## src/rtl/proj_slot_pkg.sv

```systemverilog
// Shared types and helpers for the project slot controller: FSM state encoding
// and the "no project selected" code.
package proj_slot_pkg;

    typedef enum logic [1:0] {
        ST_IDLE    = 2'd0,
        ST_ISOLATE = 2'd1,
        ST_HOLD    = 2'd2,
        ST_RUN     = 2'd3
    } state_t;

    // The "none" code is the first value past the last real slot.
    function automatic int none_code(input int num_proj);
        return num_proj;
    endfunction

endpackage

```

## src/rtl/proj_out_mux.sv

```systemverilog
// Registered NUM_PROJ:1 output mux with a synchronous zero-force; owns the
// shared output bus flops.
module proj_out_mux
    import proj_slot_pkg::*;
#(
    parameter int NUM_PROJ = 8,
    parameter int SEL_BITS = 4,
    parameter int OUT_BITS = 8
) (
    input  logic                         clk,
    input  logic                         rst,
    input  logic [SEL_BITS-1:0]          sel,
    input  logic                         zero,
    input  logic [NUM_PROJ*OUT_BITS-1:0] proj_out,
    output logic [OUT_BITS-1:0]          out
);

    logic [OUT_BITS-1:0] slot [NUM_PROJ];
    logic [OUT_BITS-1:0] picked;

    genvar gi;
    generate
        for (gi = 0; gi < NUM_PROJ; gi++) begin : g_slot
            assign slot[gi] = proj_out[gi*OUT_BITS +: OUT_BITS];
        end
    endgenerate

    // Out-of-range selects fall through to zero.
    always_comb begin
        picked = '0;
        for (int i = 0; i < NUM_PROJ; i++) begin
            if (sel == SEL_BITS'(i)) begin
                picked = slot[i];
            end
        end
    end

    always_ff @(posedge clk or posedge rst) begin
        if (rst) begin
            out <= '0;
        end else if (zero) begin
            out <= '0;
        end else begin
            out <= picked;
        end
    end

endmodule

```

## src/rtl/proj_slot_ctrl.sv

```systemverilog
// Shares the single user I/O slot among NUM_PROJ projects, sequencing each
// selected project through isolate, held reset and run.
module proj_slot_ctrl
    import proj_slot_pkg::*;
#(
    parameter int NUM_PROJ   = 8,
    parameter int SEL_BITS   = 4,
    parameter int OUT_BITS   = 8,
    parameter int RST_CYCLES = 4
) (
    input  logic                         clk,
    input  logic                         rst,
    input  logic                         cfg_valid,
    input  logic [SEL_BITS-1:0]          cfg_sel,
    output logic                         cfg_ready,
    input  logic [NUM_PROJ*OUT_BITS-1:0] proj_out,
    output logic [NUM_PROJ-1:0]          proj_en,
    output logic [NUM_PROJ-1:0]          proj_rst_n,
    output logic [OUT_BITS-1:0]          out,
    output logic [SEL_BITS-1:0]          active_sel,
    output logic                         running
);

    localparam logic [SEL_BITS-1:0] NONE = SEL_BITS'(none_code(NUM_PROJ));
    localparam int CNT_W = (RST_CYCLES > 1) ? $clog2(RST_CYCLES) : 1;
    localparam logic [CNT_W-1:0] CNT_LOAD = CNT_W'(RST_CYCLES - 1);

    state_t              state_reg, state_next;
    logic [SEL_BITS-1:0] target_reg, target_next;
    logic [CNT_W-1:0]    cnt_reg, cnt_next;
    logic [SEL_BITS-1:0] req_sel;
    logic                accept;
    logic                live;
    logic                out_zero;

    assign req_sel = (cfg_sel >= NONE) ? NONE : cfg_sel;
    assign accept  = cfg_valid && cfg_ready;

    always_ff @(posedge clk or posedge rst) begin
        if (rst) begin
            state_reg  <= ST_IDLE;
            target_reg <= NONE;
            cnt_reg    <= '0;
        end else begin
            state_reg  <= state_next;
            target_reg <= target_next;
            cnt_reg    <= cnt_next;
        end
    end

    always_comb begin
        state_next  = state_reg;
        target_next = target_reg;
        cnt_next    = cnt_reg;
        case (state_reg)
            ST_IDLE: begin
                if (accept) begin
                    target_next = req_sel;
                    if (req_sel != NONE) begin
                        state_next = ST_ISOLATE;
                    end
                end
            end
            ST_ISOLATE: begin
                if (target_reg != NONE) begin
                    state_next = ST_HOLD;
                    cnt_next   = CNT_LOAD;
                end else begin
                    state_next = ST_IDLE;
                end
            end
            ST_HOLD: begin
                if (cnt_reg == '0) begin
                    state_next = ST_RUN;
                end else begin
                    cnt_next = cnt_reg - 1'b1;
                end
            end
            ST_RUN: begin
                // Reselecting the running slot still goes through isolate (soft reset).
                if (accept) begin
                    target_next = req_sel;
                    state_next  = ST_ISOLATE;
                end
            end
            default: state_next = ST_IDLE;
        endcase
    end

    assign live      = (state_reg == ST_HOLD) || (state_reg == ST_RUN);
    assign running   = (state_reg == ST_RUN);
    assign cfg_ready = (state_reg == ST_IDLE) || (state_reg == ST_RUN);
    assign active_sel = live ? target_reg : NONE;

    genvar gi;
    generate
        for (gi = 0; gi < NUM_PROJ; gi++) begin : g_proj
            assign proj_en[gi]    = live && (target_reg == SEL_BITS'(gi));
            assign proj_rst_n[gi] = running && (target_reg == SEL_BITS'(gi));
        end
    endgenerate

    // Capture only on edges that both start and end in RUN, so the first
    // capture is one edge after entering RUN and isolate always shows zero.
    assign out_zero = !(running && (state_next == ST_RUN));

    proj_out_mux #(
        .NUM_PROJ (NUM_PROJ),
        .SEL_BITS (SEL_BITS),
        .OUT_BITS (OUT_BITS)
    ) u_out_mux (
        .clk      (clk),
        .rst      (rst),
        .sel      (target_reg),
        .zero     (out_zero),
        .proj_out (proj_out),
        .out      (out)
    );

endmodule
```

## config.mk

```make
export PLATFORM = sky130hd
export DESIGN_NAME = proj_slot_ctrl
export DESIGN_NICKNAME = d
export VERILOG_FILES = /design/src/rtl/proj_slot_pkg.sv /design/src/rtl/proj_out_mux.sv /design/src/rtl/proj_slot_ctrl.sv
export SDC_FILE = /design/constraint.sdc
export NUM_CORES = 1
export LEC_CHECK = 0
export BUFFER_PORTS_ARGS = -buffer_cell sky130_fd_sc_hd__buf_2
export CORE_ASPECT_RATIO = 0.7
export CORE_MARGIN = 3
export CORE_UTILIZATION = 44
export CTS_BUF_LIST = sky130_fd_sc_hd__clkbuf_8
export DETAILED_ROUTE_END_ITERATION = 6
export GPL_TIMING_DRIVEN = 0
export PLACE_DENSITY_LB_ADDON = 0.12
export SETUP_SLACK_MARGIN = 0.2
export SYNTH_ARGS = -nofsm -noshare
export SYNTH_HDL_FRONTEND = slang
export SYNTH_SLANG_ARGS = --single-unit
```

## constraint.sdc

```tcl
create_clock -name clk -period 2.2 [get_ports clk]
set_input_delay 0.44 -clock clk [delete_from_list [all_inputs] [get_ports clk]]
set_output_delay 0.44 -clock clk [all_outputs]
set_load 0.01 [all_outputs]
```

======== After elaboration in Yosys (flattened, before gate mapping) ========
Index checks and enable logic that the tools add are counted.
Widths: inputs -> output; s select.
operators by class
  $add $sub $neg .......................... 1
  magnitude comparators ................... 1
  equality and inequality tests ........... 15
  muxes and demuxes ....................... 20
  reduce and logical (&&, ||, !) cells .... 27
operators by type and width
  cell                 number
  $mux 8               9
  $logic_and 1x1->1    18
  $eq 4x3->1 const B   4
  $mux 2               7
  $eq 4x2->1 const B   2
  $mux 4               2
  $ne 4x4->1 const B   2
  $pmux 2 s4           1
  $eq 2x2->1 const B   3
  $eq 4x1->1 const B   1
  $ge 4x4->1 const B   1
  $logic_not 2->1      2
  $logic_not 4->1      1
  $ne 2x2->1 const B   2
  $pmux 2 s2           1
  $reduce_and 3->1     1
  $eq 2x1->1 const B   1
  $logic_or 1x1->1     2
  $reduce_and 2->1     1
  $reduce_bool 2->1    1
  $reduce_or 2->1      1
  $sub 2x1->2 const B  1
word-level totals
  flip-flop bits (word level) ............. 16
  output and inout bits ................... 30

======== Depth between registers and ports, before layout ========
Gate-level depths: netlist of run 1.
  depth in word-level cells ............... 10
  mapped depth ............................ 8
  mapped depth without buffers ............ 7

======== By module ========
Synthesis of run 1 repeated with hierarchy kept, for this count alone.
unflattened totals
  cell total of the unflattened synthesis .. 192
  area, all modules ....................... 1700.4 um2
modules (own cells, without submodules)
  module          instances  cells an instance  area an instance (um2)  sequential area each (um2)
  proj_out_mux    1          101                991.0                   200.2
  proj_slot_ctrl  1          91                 709.4                   201.4

======== Worst setup path after synthesis of run 1 ========
Ideal clock, no wire load.
  path kind ............................... flip-flop to flip-flop
  from .................................... register state_reg[0]
  to ...................................... register u_out_mux.out[0]
  setup time .............................. 0.127 ns
  arrival time ............................ 1.762 ns
  required time ........................... 2.073 ns
  slack ................................... 0.312 ns
  stages on the path, launching flop included .. 9
  buffers on the path ..................... 1
  clock period less this slack ............ 1.888 ns
  path through ............................ dfrtp_1 > inv_1 > ha_1 > nand2b_1 > buf_2 > a22o_1 > a221o_1 > nand3_4 > nor3_2
on the way
  cells in the longest elaborated chain, start to end .. 8
  elaborated cells between the ends (all ways) .. 14
RTL lines
  element                                               RTL line                                    text
  start, declared                                       proj_slot_ctrl.sv:28                        state_t state_reg, state_next;
  start signal, assigned                                proj_slot_ctrl.sv:45                        state_reg <= state_next;
  $eq 2x2->1 / $logic_not 2->1 (equally long branches)  proj_slot_ctrl.sv:55, proj_slot_ctrl.sv:92
  $logic_or 1x1->1                                      proj_slot_ctrl.sv:92                        assign cfg_ready = (state_reg == ST_IDLE) || (state_reg == ST_RUN);
  $logic_and 1x1->1                                     proj_slot_ctrl.sv:37                        assign accept = cfg_valid && cfg_ready;
  $mux 2 (on tied branches)                             proj_slot_ctrl.sv:81, proj_slot_ctrl.sv:57
  $pmux 2 s4 *                                          proj_slot_ctrl.sv:55                        case (state_reg)
  net state_next[1]                                     proj_slot_ctrl.sv:28
  $eq 2x2->1 *                                          proj_slot_ctrl.sv:105                       assign out_zero = !(running && (state_next == ST_RUN));
  $logic_and 1x1->1 *                                   proj_slot_ctrl.sv:105
  $mux 8 *                                              proj_out_mux.sv:41                          end else if (zero) begin
  end signal, assigned                                  proj_out_mux.sv:44                          out <= picked;
  end, declared                                         proj_out_mux.sv:15                          output logic [OUT_BITS-1:0] out
The timed path passes the listed nets; every way through them passes the cells marked *.
A chain may end at the register's enable or synchronous reset.

======== Worst setup path after layout of run 1 ========
  from .................................... register state_reg[0]
  to ...................................... output port proj_en[4]
on the way
  cells in the longest elaborated chain, start to end .. 3
  elaborated cells between the ends (all ways) .. 4
RTL lines
  element              RTL line              text
  $eq 2x2->1           proj_slot_ctrl.sv:90  assign live = (state_reg == ST_HOLD) || (state_reg == ST_RUN);
  $logic_or 1x1->1 *   proj_slot_ctrl.sv:90
  $logic_and 1x1->1 *  proj_slot_ctrl.sv:98  assign proj_en[gi] = live && (target_reg == SEL_BITS'(gi));
  end, declared        proj_slot_ctrl.sv:17  output logic [NUM_PROJ-1:0] proj_en,
Every way passes the cells marked *; elsewhere a longest branch is shown, timed or not.

==> results of run 1 <==
worst max-delay path, delay by kind of cell, from the launching register on:
kind,cells,cell delay [ns]
AND/OR/NAND/NOR,2,0.36
adder cells (fa/ha/maj),1,0.20
flip-flops,1,0.45
buffers and inverters,2,0.28
through the flow:
step	hold WS, ns	cell area [sq um]	utilization
finish	0.243	2540	0.767
global route	0.296	2540	0.767
CTS	0.260	2350	0.709
detailed placement	0.534	2160	0.650
global placement	0.531	2160	0.650
floorplan	0.353	1600	-
cell type report:
type | count | share of cell area
buffer | 14 | 0.0576
tap | 47 | 0.0231
multi-input combinational | 163 | 0.480
sequential | 16 | 0.159
clock buffer | 4 | 0.0216
inverter | 9 | 0.0143
timing repair buffer | 116 | 0.244
Yosys cell counts (5+ instances only):
| library cell | n |
|---|---|
| nor2_1 | 24 |
| nand2_1 | 23 |
| o21ai_0 | 22 |
| dfrtp_1 | 15 |
| mux2_2 | 11 |
| nand2b_1 | 10 |
| inv_1 | 9 |
| a21oi_1 | 8 |
| nor3_1 | 8 |
| mux2i_1 | 7 |
| buf_2 | 6 |
| ha_1 | 6 |
| nor3_2 | 6 |
| a211oi_1 | 5 |
| a32oi_1 | 5 |
layer usage:
metal,vias to the layer above,GRT usage
met2,123,0.357
met5,-,0
met1,861,0.300
li1,956,-
met4,0,0.0898
met3,20,0.0513
timing repair:
item / 4_1_cts / 5_1_grt
gates resized for setup: 30 / 32
pin swaps: 4 / 8
setup endpoints to repair: 25 / 26
buffers inserted: 5 / 11
where the power goes:
| group | switching (mW) | leakage (nW) | internal (mW) | total [mW] |
|---|---|---|---|---|
| combinational | 1.04 | 0.999 | 0.966 | 2.00 |
| clock | 0.0986 | 0.0288 | 0.159 | 0.257 |
| sequential | 0.0912 | 0.202 | 0.381 | 0.473 |
cells in the final DEF (no fill, tap or decap), types with 2 or more instances in the layout:
master / n
nor2b_1: 3
clkbuf_8: 4
a211oi_1: 5
a21oi_2: 3
nor3_4: 2
a32oi_1: 5
buf_8: 4
o21ai_1: 3
nand3_4: 2
buf_4: 18
a2111oi_0: 2
nor2_1: 20
clkbuf_2: 2
mux2i_1: 7
dfrtp_1: 12
mux2_2: 11
buf_6: 5
nor3b_2: 2
nor2_4: 3
ha_1: 3
a21oi_1: 6
dfrtp_2: 3
o21ai_0: 21
ha_4: 3
nand3_1: 2
buf_2: 101
and2_2: 2
nand2_1: 22
inv_1: 7
nor3_1: 5
nand2b_1: 9
nor3_2: 7
how the worst min path moves through the flow:
stage | end
after floorplan | cnt_reg[0]
after global placement | u_out_mux.out[0]
after detailed placement | u_out_mux.out[0]
after CTS | u_out_mux.out[2]
after global routing | u_out_mux.out[2]
final | u_out_mux.out[1]
cells by family (layout without fill, tap and decap cells):
family,Yosys count,after routing,share of synthesized area
DFF,16,16,0.252
buffers and inverters,23,143,0.0729
and+or+nand+nor,88,88,0.299
AOI/OAI and AO/OA,51,51,0.208
muxes,18,18,0.121
adders and majority gates,6,6,0.0470
==> results by stage, run 1 <==
Cells and area:
- The area taken by flip-flops and latches is 405 sq um.
- The multi-input combinational cell area is 1220 sq um.
- Relative to the synthesized area, the layout overhead comes to 59.3%.
- In the final layout, the share of cells above drive strength 1 is 0.571.
- At the end of the flow, the number of nets in the layout was 400.
- The count of antenna diodes in the layout is 0.
- After filler insertion, the fill cell instance count of the layout stands at 246.
- The post-route non-filler standard cell count is 369.
- The register with the most flip-flops in the layout has 8 of them.

STA:
- Setup violations remaining at the end of the flow were counted as 0.
- The worst path meets setup with 0.216 ns of slack.
- The number of pins with negative max-slew slack in the final report is 0.
- At the pin with the least slew margin, the transition time is 0.587 ns.
- The setup total negative slack is 0 ns.
- The final period demand of the worst path is 1.98 ns.
- Dividing the final minimum period by the clock period gives 0.902.
- Headroom to the max-slew limit came out at 0.608.
- Setup repair after global routing could not meet its margin everywhere.
- The final hold violation count came to 0.
- The highest clock frequency the design can meet is 0.504 GHz.
- Between clock sinks in the finished design, the worst skew comes to 0.000582 ns.

Worst setup path:
- The capturing element of the worst setup path is proj_en[4].
- The element type at the critical path end is a primary output.
- The arrival time reported for the critical path endpoint is 1.54 ns.
- The signal on the critical path passes through inv_4, ha_4, nor2_4, nor4_4, buf_2.
- In this design, the stage delay of the slowest critical-path cell is 0.45 ns.
- STA classifies the critical path startpoint as a flip-flop.
- At the worst endpoint, the required time is 1.76 ns.
- The startpoint identified for the worst register-to-register timing path is state_reg[1].
- The worst-path cell with the longest stage delay is dfrtp_2.
- The path depth of the worst reg2reg path is 8.
- The beginning of the critical path is state_reg[0].
- The critical-path maximum fanout is 8.
- In this run the critical register-to-register path is captured at u_out_mux.out[3].
- The critical path is of the reg2out type.
- The worst reg-to-reg setup slack is 0.26 ns.

Clock tree:
- The clock transition at the registers of the reported paths is 0.06 ns.
- The root buffer cell is clkbuf_8.
- TritonCTS built the clock tree.
- The number of clock buffers inserted by TritonCTS is 3.
- At the later pin of the worst-skew pair, clock insertion delay measures 0.25 ns.
- CTS built an H-tree with a depth of 1.
- The number of hold buffers added after CTS is 0.
- The count of clock tree sinks is 16.
- The clock passes through at most 2 buffers.

Place:
- Before CTS, the worst setup slack after placement is 0.134 ns.
- The count of buffers added on input and output ports is 100.
- The placed instance count is 349.
- The last weighted congestion value of the routability-driven placer is 0.851.
- Summed over all nets, the half-perimeter wirelength after detailed placement is 3810 microns.

Power:
- For this design the static power due to leakage is 1.23 nW.
- The power consumption is 2.73 mW.
- Across the VDD grid, the largest voltage drop is 824 uV.
- Dividing total power by cell area gives a power density of 1070 nW/um^2.

Job:
- The tool flagged a number of max-cap violations equal to 0.

Drt:
- In the final routed layout, each cell accounts on average for 14.3 microns.
- In this run, the number of DRC markers left after iteration 0 of detailed routing was 146.
- After detailed routing, the number of remaining DRC violations is 0.
- The total length of routed met2 wires is 2360 microns.
- The number of optimization iterations in the first detailed-route pass is 4.
- The highest layer used for signal routing is met4.
- Detailed routing inserted a total of 1960 vias.
- The met1 wire length is 2150 microns.
- The count of nets left with antenna violations once routing finished came out at 0.
- The total wirelength of the detailed-routed design is 5270 microns.
- The vias per cell is 5.31.
- The met3 routed wirelength is 623 microns.

Global routing:
- The via count of the first global-routing pass is 1807.
- The first-pass GRT wire length is 8140 microns.
- The global-route usage over all layers is 0.226.
- After global routing the overflow that remains totals 0.
- The initial antenna violation count came to 0.
- Entering global routing, the biggest net connects 17 pins.

Floorplan:
- The total number of placement rows is 17.
- The die is 78.0 microns wide.
- The area of the core region is 3320 sq um.
- The area of the die is 4400 sq um.
- The die outline height is 56.4 microns.
- During I/O placement, the number of pins put on the boundary was 101.
- The starting density of the core is 0.481.

Yosys:
- Of the post-synthesis cell area, the dominant cell type holds 0.235.
- The synthesized netlist contains 39 unique library cells.
- The summed instance area of the synthesized netlist is 1600 sq um.
- Of the synthesized area, sequential elements account for 0.252.
- The synthesized netlist net count is 279.
- The proportion of register bits with asynchronous set or reset after synthesis is 1.00.
- By area the synthesized netlist is led by dfrtp_1 24%, mux2_2 7.8%, o21ai_0 6.9%.
- The per-instance average area after synthesis is 7.90 sq um.
- The synthesized netlist cell count is 202.
- dfrtp_1 takes more of the synthesized area than any other cell.
- The number of warnings issued by yosys is 0.
- Synthesis inferred 16 register bits.
- Counting flops with a built-in enable in the synthesized netlist gives 0.
- The main flop type after synthesis is dfrtp_1.

Worst hold path:
- In this run the worst hold path is classified as in2async.

Outcome:
- The flow ran to the end, and the final reports show no timing, DRC or antenna violations.
No activity file was read; power rests on OpenSTA's default activity.
==> run 2: changes to the inputs <==
Settings changed: ABC_AREA from default to 1, CORE_UTILIZATION 44 to 43.
==> run 2 against run 1 <==
- sequential share of layout area grew 2.0 points
- wire length shrank 2.2%
- final cell count grew 7.6%
- fmax grew 3.4%
- total power shrank 17%
- area after synthesis shrank 4.9%
- largest cell class unchanged
==> results by stage, run 2 <==
Yosys:
- Of the total synthesized cell area, the portion taken by full adders, half adders and majority gates is 0.0495.
- The share of synthesized area spent on multiplexers is 0.
- Among all cell types in the netlist, the one instantiated most often is nor2_1.
- The main combinational cell family by area after synthesis is simple AND/OR/NAND/NOR gates.
- Yosys printed 0 warnings.
- By count the netlist is led by 56 x nor2_1, 39 x nand2_1, 32 x nand3_1.
- The fraction of the mapped netlist area in simple logic gates is 0.500.
- When the netlist entered floorplanning its net count stood at 316.
- The summed instance area of the synthesized netlist is 1520 sq um.
- The average instance in the mapped netlist occupies 6.35 sq um.
- After synthesis, the cell types taking the most area are dfrtp_1 25%, nor2_1 14%, nand3_1 11%.
- The number of flops mapped to enable cells by yosys is 0.
- The synthesized netlist cell count is 239.
- The synthesized-area fraction occupied by ao, oa, aoi and oai cells was 0.0569.
- The most used flip-flop cell after synthesis is dfrtp_1.
- The number of distinct library cells after synthesis is 29.
- The area share of the leading cell type in the synthesized netlist is 0.247.
- The share of synthesized area occupied by flip-flops and latches is 0.265.
- In this run, synthesis produced a sequential element count of 16.
- The largest total area in the synthesized netlist belongs to dfrtp_1.
- Of all flip-flops after synthesis, the portion carrying an async set or reset was 1.00.
- The xor-xnor portion of the synthesized cell area is 0.

Cells and area:
- The register with the most flip-flops in the layout has 8 of them.
- The count of nets after finishing is 428.
- The count of antenna diodes in the layout is 0.
- The library cells used most frequently in the layout, excluding fill and tap cells, are 101 x buf_2, 54 x nor2_1, 39 x nand2_1, 31 x nand3_1, 26 x inv_1.
- The growth of design area from synthesis to finish is 48.4%.
- Leaving out fill and tap cells, the most frequent cell in the layout is buf_2.
- The post-route non-filler standard cell count is 397.
- Of the cells placed in the final design, the portion with a size suffix greater than 1 is 0.446.

Worst setup path:
- The critical setup path kind is reg2out.
- STA classifies the critical path startpoint as a flip-flop.
- The arrival time reported for the critical path endpoint is 1.48 ns.
- The element type at the critical path end is a primary output.
- STA puts the critical path data required time at 1.76 ns.
- Measured in cells, the most critical reg-to-reg path has a length of 13.
- Along the worst path, the maximum fanout reaches 10.

Clock tree:
- The clock tree from TritonCTS is built.
- Counting along the longest clock path gives a buffer depth of 2.
- The root buffer cell is clkbuf_8.
- Clock tree synthesis found a total of 16 sinks.
- Clock tree synthesis inserted a total of 3 buffers.
- The clock latency on the worst-skew pair is 0.25 ns.
- In this run the number of H-tree levels came out at 1.
- The clock transition at the registers of the reported paths is 0.07 ns.

Floorplan:
- The die outline height is 55.7 microns.
- 101 I/O pins were placed.
- The starting density of the core is 0.466.
- The total number of placement rows is 17.
- The die covers 4290 sq um.
- The width of the die is 77.0 microns.
- The area of the core region is 3250 sq um.

Drt:
- The total wirelength of the detailed-routed design is 5150 microns.
- Once detail routing completed, the nets flagged for antenna violations numbered 0.
- The vias per cell is 4.75.
- The violation count after the first detailed-routing iteration is 67.
- For this run, design rule violations remaining after detail routing come to 0.
- Summing over every cut layer, the via total after detailed routing is 1887.
- The average detailed-routed wire length per instance is 13.0 microns.
- The number of optimization iterations in the first detailed-route pass is 4.

Global routing:
- In the global route stage, met2 resource usage came out at 0.357.
- The first global-routing pass estimated 7670 microns of wire.
- The initial antenna violation count is 0.
- The met3 layer usage reported by global route is 0.0599.
- The global-route usage over all layers is 0.219.
- Summed over all layers, the global routing overflow is 0.
- The via count of the first global-routing pass came to 1621.
- The most utilized layer in the global route result is met2.
- For this run, global-route usage on met1 was measured as 0.297.
- The maximum number of pins on one net before global-route repair is 17.

Place:
- The last weighted congestion value of the routability-driven placer is 0.821.
- In this run the tool buffered the top-level ports with 100 buffer cells.
- Once placement completed, the tool counted placed cells totaling 386.
- The HPWL after detailed placement is 3870 microns.

Power:
- The power density over the cells is 1010 nW/um^2.
- The leakage power is 1.33 nW.
- The worst voltage drop across the vdd grid is 727 uV.

STA:
- The setup total negative slack is 0 ns.
- In this run the tightest slew margin relative to its limit is 0.582.
- Setup repair after global routing could not meet its margin everywhere.
- The final period demand of the worst path is 1.92 ns.
- The share of the clock period used by the worst path is 0.872.
- Static timing analysis puts the maximum clock frequency at 0.521 GHz.
- The number of endpoints failing setup at the final stage is 0.
- The number of pins with negative max-slew slack in the final report came to 0.
- Clock skew on the completed layout was measured at 0.00331 ns.
- The final hold violation count came to 0.
- The transition time at the pin with the least slew margin is 0.627 ns.

Outcome:
- The flow ran to the end, and the final reports show no timing, DRC or antenna violations.

Worst hold path:
- The worst hold path belongs to the class in2async.

Job:
- Across the run, the number of max-cap violations was 0.
==> run 2: changes by cell type after synthesis, sizes merged, moves of 6 or more <==
| cell | before | now |
|---|---|---|
| a211oi | 6 | 0 |
| buf | 11 | 5 |
| inv | 9 | 38 |
| mux2 | 11 | 0 |
| mux2i | 7 | 0 |
| nand2 | 23 | 46 |
| nand2b | 10 | 0 |
| nand3 | 4 | 34 |
| nand4 | 0 | 9 |
| nor2 | 24 | 63 |
| nor3 | 14 | 1 |
| o21ai | 24 | 7 |
==> run 2: area by class of cell <==
cell class	count	area [sq um]
fill	277	1000
timing repair buffer	107	553
multi-input combinational	178	982
inverter	39	150
sequential	16	403
tap	47	58.8
clock buffer	4	55.1
buffer	6	50.0
==> run 2: layer usage <==
| layer | vias to the layer above | share of wire |
|---|---|---|
| met5 | - | 0 |
| met4 | 0 | 0.0058 |
| met3 | 4 | 0.098 |
| met2 | 96 | 0.46 |
| met1 | 816 | 0.43 |
| li1 | 971 | - |
==> run 2: logic make-up after synthesis <==
family	after synthesis
DFF	16
buffers and inverters	45
AOI/OAI and AO/OA	16
adders and majority gates	6
and+or+nand+nor	156
==> run 2: per-stage QoR <==
stage          area [sq um]  power [mW]  hold slack (ns)   util  setup WS, ns
6_report               2250        2.27            0.256  0.692         0.281
3_3_place_gp           2080        1.72            0.506  0.638         0.167
2_1_floorplan          1520        1.37            0.353      -         0.490
5_1_grt                2250        2.45            0.310  0.692         0.173
3_5_place_dp           2080        1.74            0.512  0.638         0.146
4_1_cts                2170        2.08            0.279  0.666         0.200
==> run 2: what timing repair did <==
item,in CTS,in global routing
setup buffers,2,4
hold buffers,0,0
resized for setup,6,15
setup endpoints to repair,18,27
cloned,0,1
pin swaps,1,4
==> run 2: final timing paths <==
path	startpoint	to	slack [ns]
max in group asynchronous	rst	state_reg[1]	1.50
worst min register to register	cnt_reg[1]	cnt_reg[1]	0.55
worst max register to register	state_reg[1]	u_out_mux.out[4]	0.36
min in group clk	cfg_sel[1]	target_reg[1]	0.40
worst min-delay path	rst	u_out_mux.out[5]	0.26
worst max-delay path	target_reg[2]	proj_rst_n[1]	0.28
==> run 2: where the power goes <==
| group | total (mW) | switching, mW | internal (mW) |
|---|---|---|---|
| combinational | 1.55 | 0.971 | 0.577 |
| sequential | 0.459 | 0.0798 | 0.379 |
| clock | 0.267 | 0.108 | 0.159 |
| total | 2.27 | 1.16 | 1.12 |
==> run 2: critical path: stages (launching register included) <==
cell	delay, ns
dfrtp_1	0.44
nor2_2	0.21
buf_2	0.25
nand2_1	0.09
nor2_1	0.09
buf_2	0.14
==> run 3: changes to the inputs <==
Settings changed: CORE_UTILIZATION 43 to 42, CTS_BUF_LIST sky130_fd_sc_hd__clkbuf_8 to default, CTS_CLUSTER_SIZE from default to 25.
==> run 3 against run 2 <==
- sequential power fell by 3%
- via count rose by 0.53%
- clock skew fell by 0.00090 ns
- combinational power fell by 8%
- wire length fell by 6.2%
- non-clock buffer count did not move
- sequential share of layout area rose by 0.33 points
- hold slack improved by 0.00055 ns
- first-iteration DRC count rose by 21%
- flip-flop and latch count did not move
- fmax barely moved
- total power fell by 7.9%
- largest cell class unchanged
==> results by stage, run 3 (synthesized netlist as in run 2, its figures left out) <==
Floorplan:
- The width of the die is 77.9 microns.
- Row generation in the floorplan step produced 17 rows.
- Pin placement for this block handled 101 I/O pins.
- The initial utilization of the core area, before any placement, comes to 0.460.
- The area of the die is 4380 sq um.
- The die outline height is 56.3 microns.
- The region available for standard cell placement spans 3300 sq um.

Clock tree:
- The number of buffers on the longest clock path is 2.
- The clock drives 16 sinks.
- The clock latency on the worst-skew pair is 0.25 ns.
- Clock-pin slew was measured on the worst setup and hold paths at 0.06 ns.
- The number of hold buffers added after CTS is 0.
- CTS built an H-tree with a depth of 1.
- The clock tree from TritonCTS is built.
- The tree is rooted in a clkbuf_8.
- The number of clock buffers inserted by TritonCTS is 3.

Worst setup path:
- The worst-path cell with the longest stage delay is dfrtp_1.
- The arrival time reported for the critical path endpoint is 1.48 ns.
- The critical setup path kind is reg2out.
- The signal on the critical path passes through nor2_2, clkbuf_4, nand2_1, nor2_1, buf_2.
- Grouping stages by cell kind, the critical path spends the most delay in flip-flops.
- The critical-path maximum fanout is 10.
- The critical path startpoint category is a flip-flop.
- STA classifies the critical path endpoint as a primary output.
- STA puts the critical path data required time at 1.76 ns.
- The number of buffers and inverters on the critical path is 2.
- The largest single stage delay on the critical path is 0.44 ns.

Global routing:
- The global-route usage over all layers is 0.194.
- The first global-routing pass estimated 6820 microns of wire.
- After global routing the overflow that remains totals 0.
- The initial antenna violation count is 0.
- Entering global routing, the biggest net connects 17 pins.
- The via count of the first global-routing pass was 1511.

Drt:
- The final layout contains routed wiring with a total length of 4830 microns.
- The average detailed-routed wire length per instance is 12.2 microns.
- In this run, the number of DRC markers left after iteration 0 of detailed routing was 81.
- Dividing the detail-routed via count by the number of cells gives 4.78.
- The routed via count is 1897.
- The number of nets still failing antenna checks after routing is 0.
- For this run, the detailed router's first-pass iteration total came to 6.
- The DRC violation count after routing is 0.

Place:
- Input and output buffers added on the ports amount to 100.
- At the end of routability-driven placement, the weighted congestion stood at 0.784.
- The placed wire-length estimate is 3840 microns.

Cells and area:
- The count of antenna diodes in the layout is 0.
- The area growth from synthesis to layout is 45.7%.
- The flip-flop count of the largest register after layout is 8.
- After filler insertion, the fill cell instance count of the layout stands at 304.
- The most common cell after layout, fill and taps aside is buf_2.
- The core utilization of the finished layout is 0.671.
- At the end of the flow, the number of nets in the layout was 428.
- The area taken by flip-flops and latches is 403 sq um.
- The multi-input combinational cell area is 951 sq um.
- The share of layout cells above drive strength 1 is 0.437.
- In the layout the commonest cells are 101 x buf_2, 54 x nor2_1, 39 x nand2_1, 31 x nand3_1, 27 x inv_1.

STA:
- The worst path in the final design needs a cycle of 1.92 ns, including I/O delays and setup.
- The number of pins with negative max-slew slack in the final report was 0.
- The number of endpoints failing setup at the final stage is 0.
- The remaining max-slew budget at the tightest pin is 0.591.
- The final hold violation count was 0.
- The highest clock frequency the design can meet is 0.521 GHz.
- The setup total negative slack is 0 ns.
- Across the routed clock network, the largest skew measured is 0.00241 ns.
- In the finished design, the share of the clock period the worst path needs comes to 0.873.
- At the pin with the least slew margin, the transition time is 0.612 ns.
- Setup repair after global routing left no endpoint under its margin.

Outcome:
- The run finished with clean final reports.

Power:
- The fraction of power consumed by the clock network is 0.109.
- The net switching power is 1.06 mW.
- The worst-case IR drop observed on VDD is 858 uV.
- The leakage power is 1.32 nW.
- The internal portion of the total power is 1.04 mW.
- The proportion of power drawn by flip-flops and latches is 0.213.
- The power density over the cells is 948 nW/um^2.
- Of the total power, the share spent switching nets is 0.506.
- The part of the total power dissipated in combinational logic is 0.678.

Worst hold path:
- The worst hold path belongs to the class in2async.

Job:
- The tool flagged a number of max-cap violations equal to 0.
-- run 3: path summary, 6_finish.rpt --
check	from	endpoint	slack [ns]	depth (start not counted)
setup reg to reg	state_reg[1]	u_out_mux.out[3]	0.37	12
hold / removal	rst	u_out_mux.out[0]	0.26	2
hold reg to reg	target_reg[3]	target_reg[3]	0.54	2
min in group clk	cfg_sel[1]	target_reg[1]	0.40	3
max in group asynchronous	rst	state_reg[1]	1.51	2
setup / recovery	target_reg[2]	proj_rst_n[1]	0.28	5
-- run 3: power groups by stage --
stage	combinational [mW]	sequential [mW]	clock [mW]
after floorplan	0.934	0.437	0
after global placement	1.27	0.440	0
after detailed placement	1.28	0.443	0
after CTS	1.33	0.435	0.232
after global routing	1.56	0.455	0.245
final	1.42	0.447	0.228
-- run 3: cell type report --
type	count	area share
timing repair buffer	107	0.249
multi-input combinational	178	0.430
buffer	6	0.0238
inverter	39	0.0679
tap	47	0.0266
sequential	16	0.182
clock buffer	4	0.0204
-- run 3: worst reg2reg max path, delay by kind of cell, from the launching register on --
kind | cells | cell delay, ns
simple gates | 5 | 0.53
fa+ha+maj | 1 | 0.29
buf+inv | 5 | 0.31
compound gates | 1 | 0.22
flops | 1 | 0.44
-- run 3: layer usage --
layer	routed length, microns	track usage
met5	0	0
met4	12	0.0228
met3	431	0.0497
met2	2120	0.309
met1	2270	0.272
-- run 3: timing repair --
item | 4_1_cts | 5_1_grt
setup buffers | 1 | 5
cloned | 0 | 1
setup endpoints to repair | 15 | 23
gates resized for setup | 4 | 11
pin swaps | 0 | 5
-- run 3: metrics by stage --
step | total power, mW | setup slack (ns) | std cells | area [sq um] | hold WS [ns]
floorplan | 1.37 | 0.490 | 239 | 1520 | 0.353
global placement | 1.71 | 0.210 | 386 | 2080 | 0.507
detailed placement | 1.73 | 0.192 | 386 | 2080 | 0.510
CTS | 1.99 | 0.199 | 391 | 2140 | 0.282
global route | 2.26 | 0.186 | 397 | 2210 | 0.322
finish | 2.10 | 0.280 | 397 | 2210 | 0.257
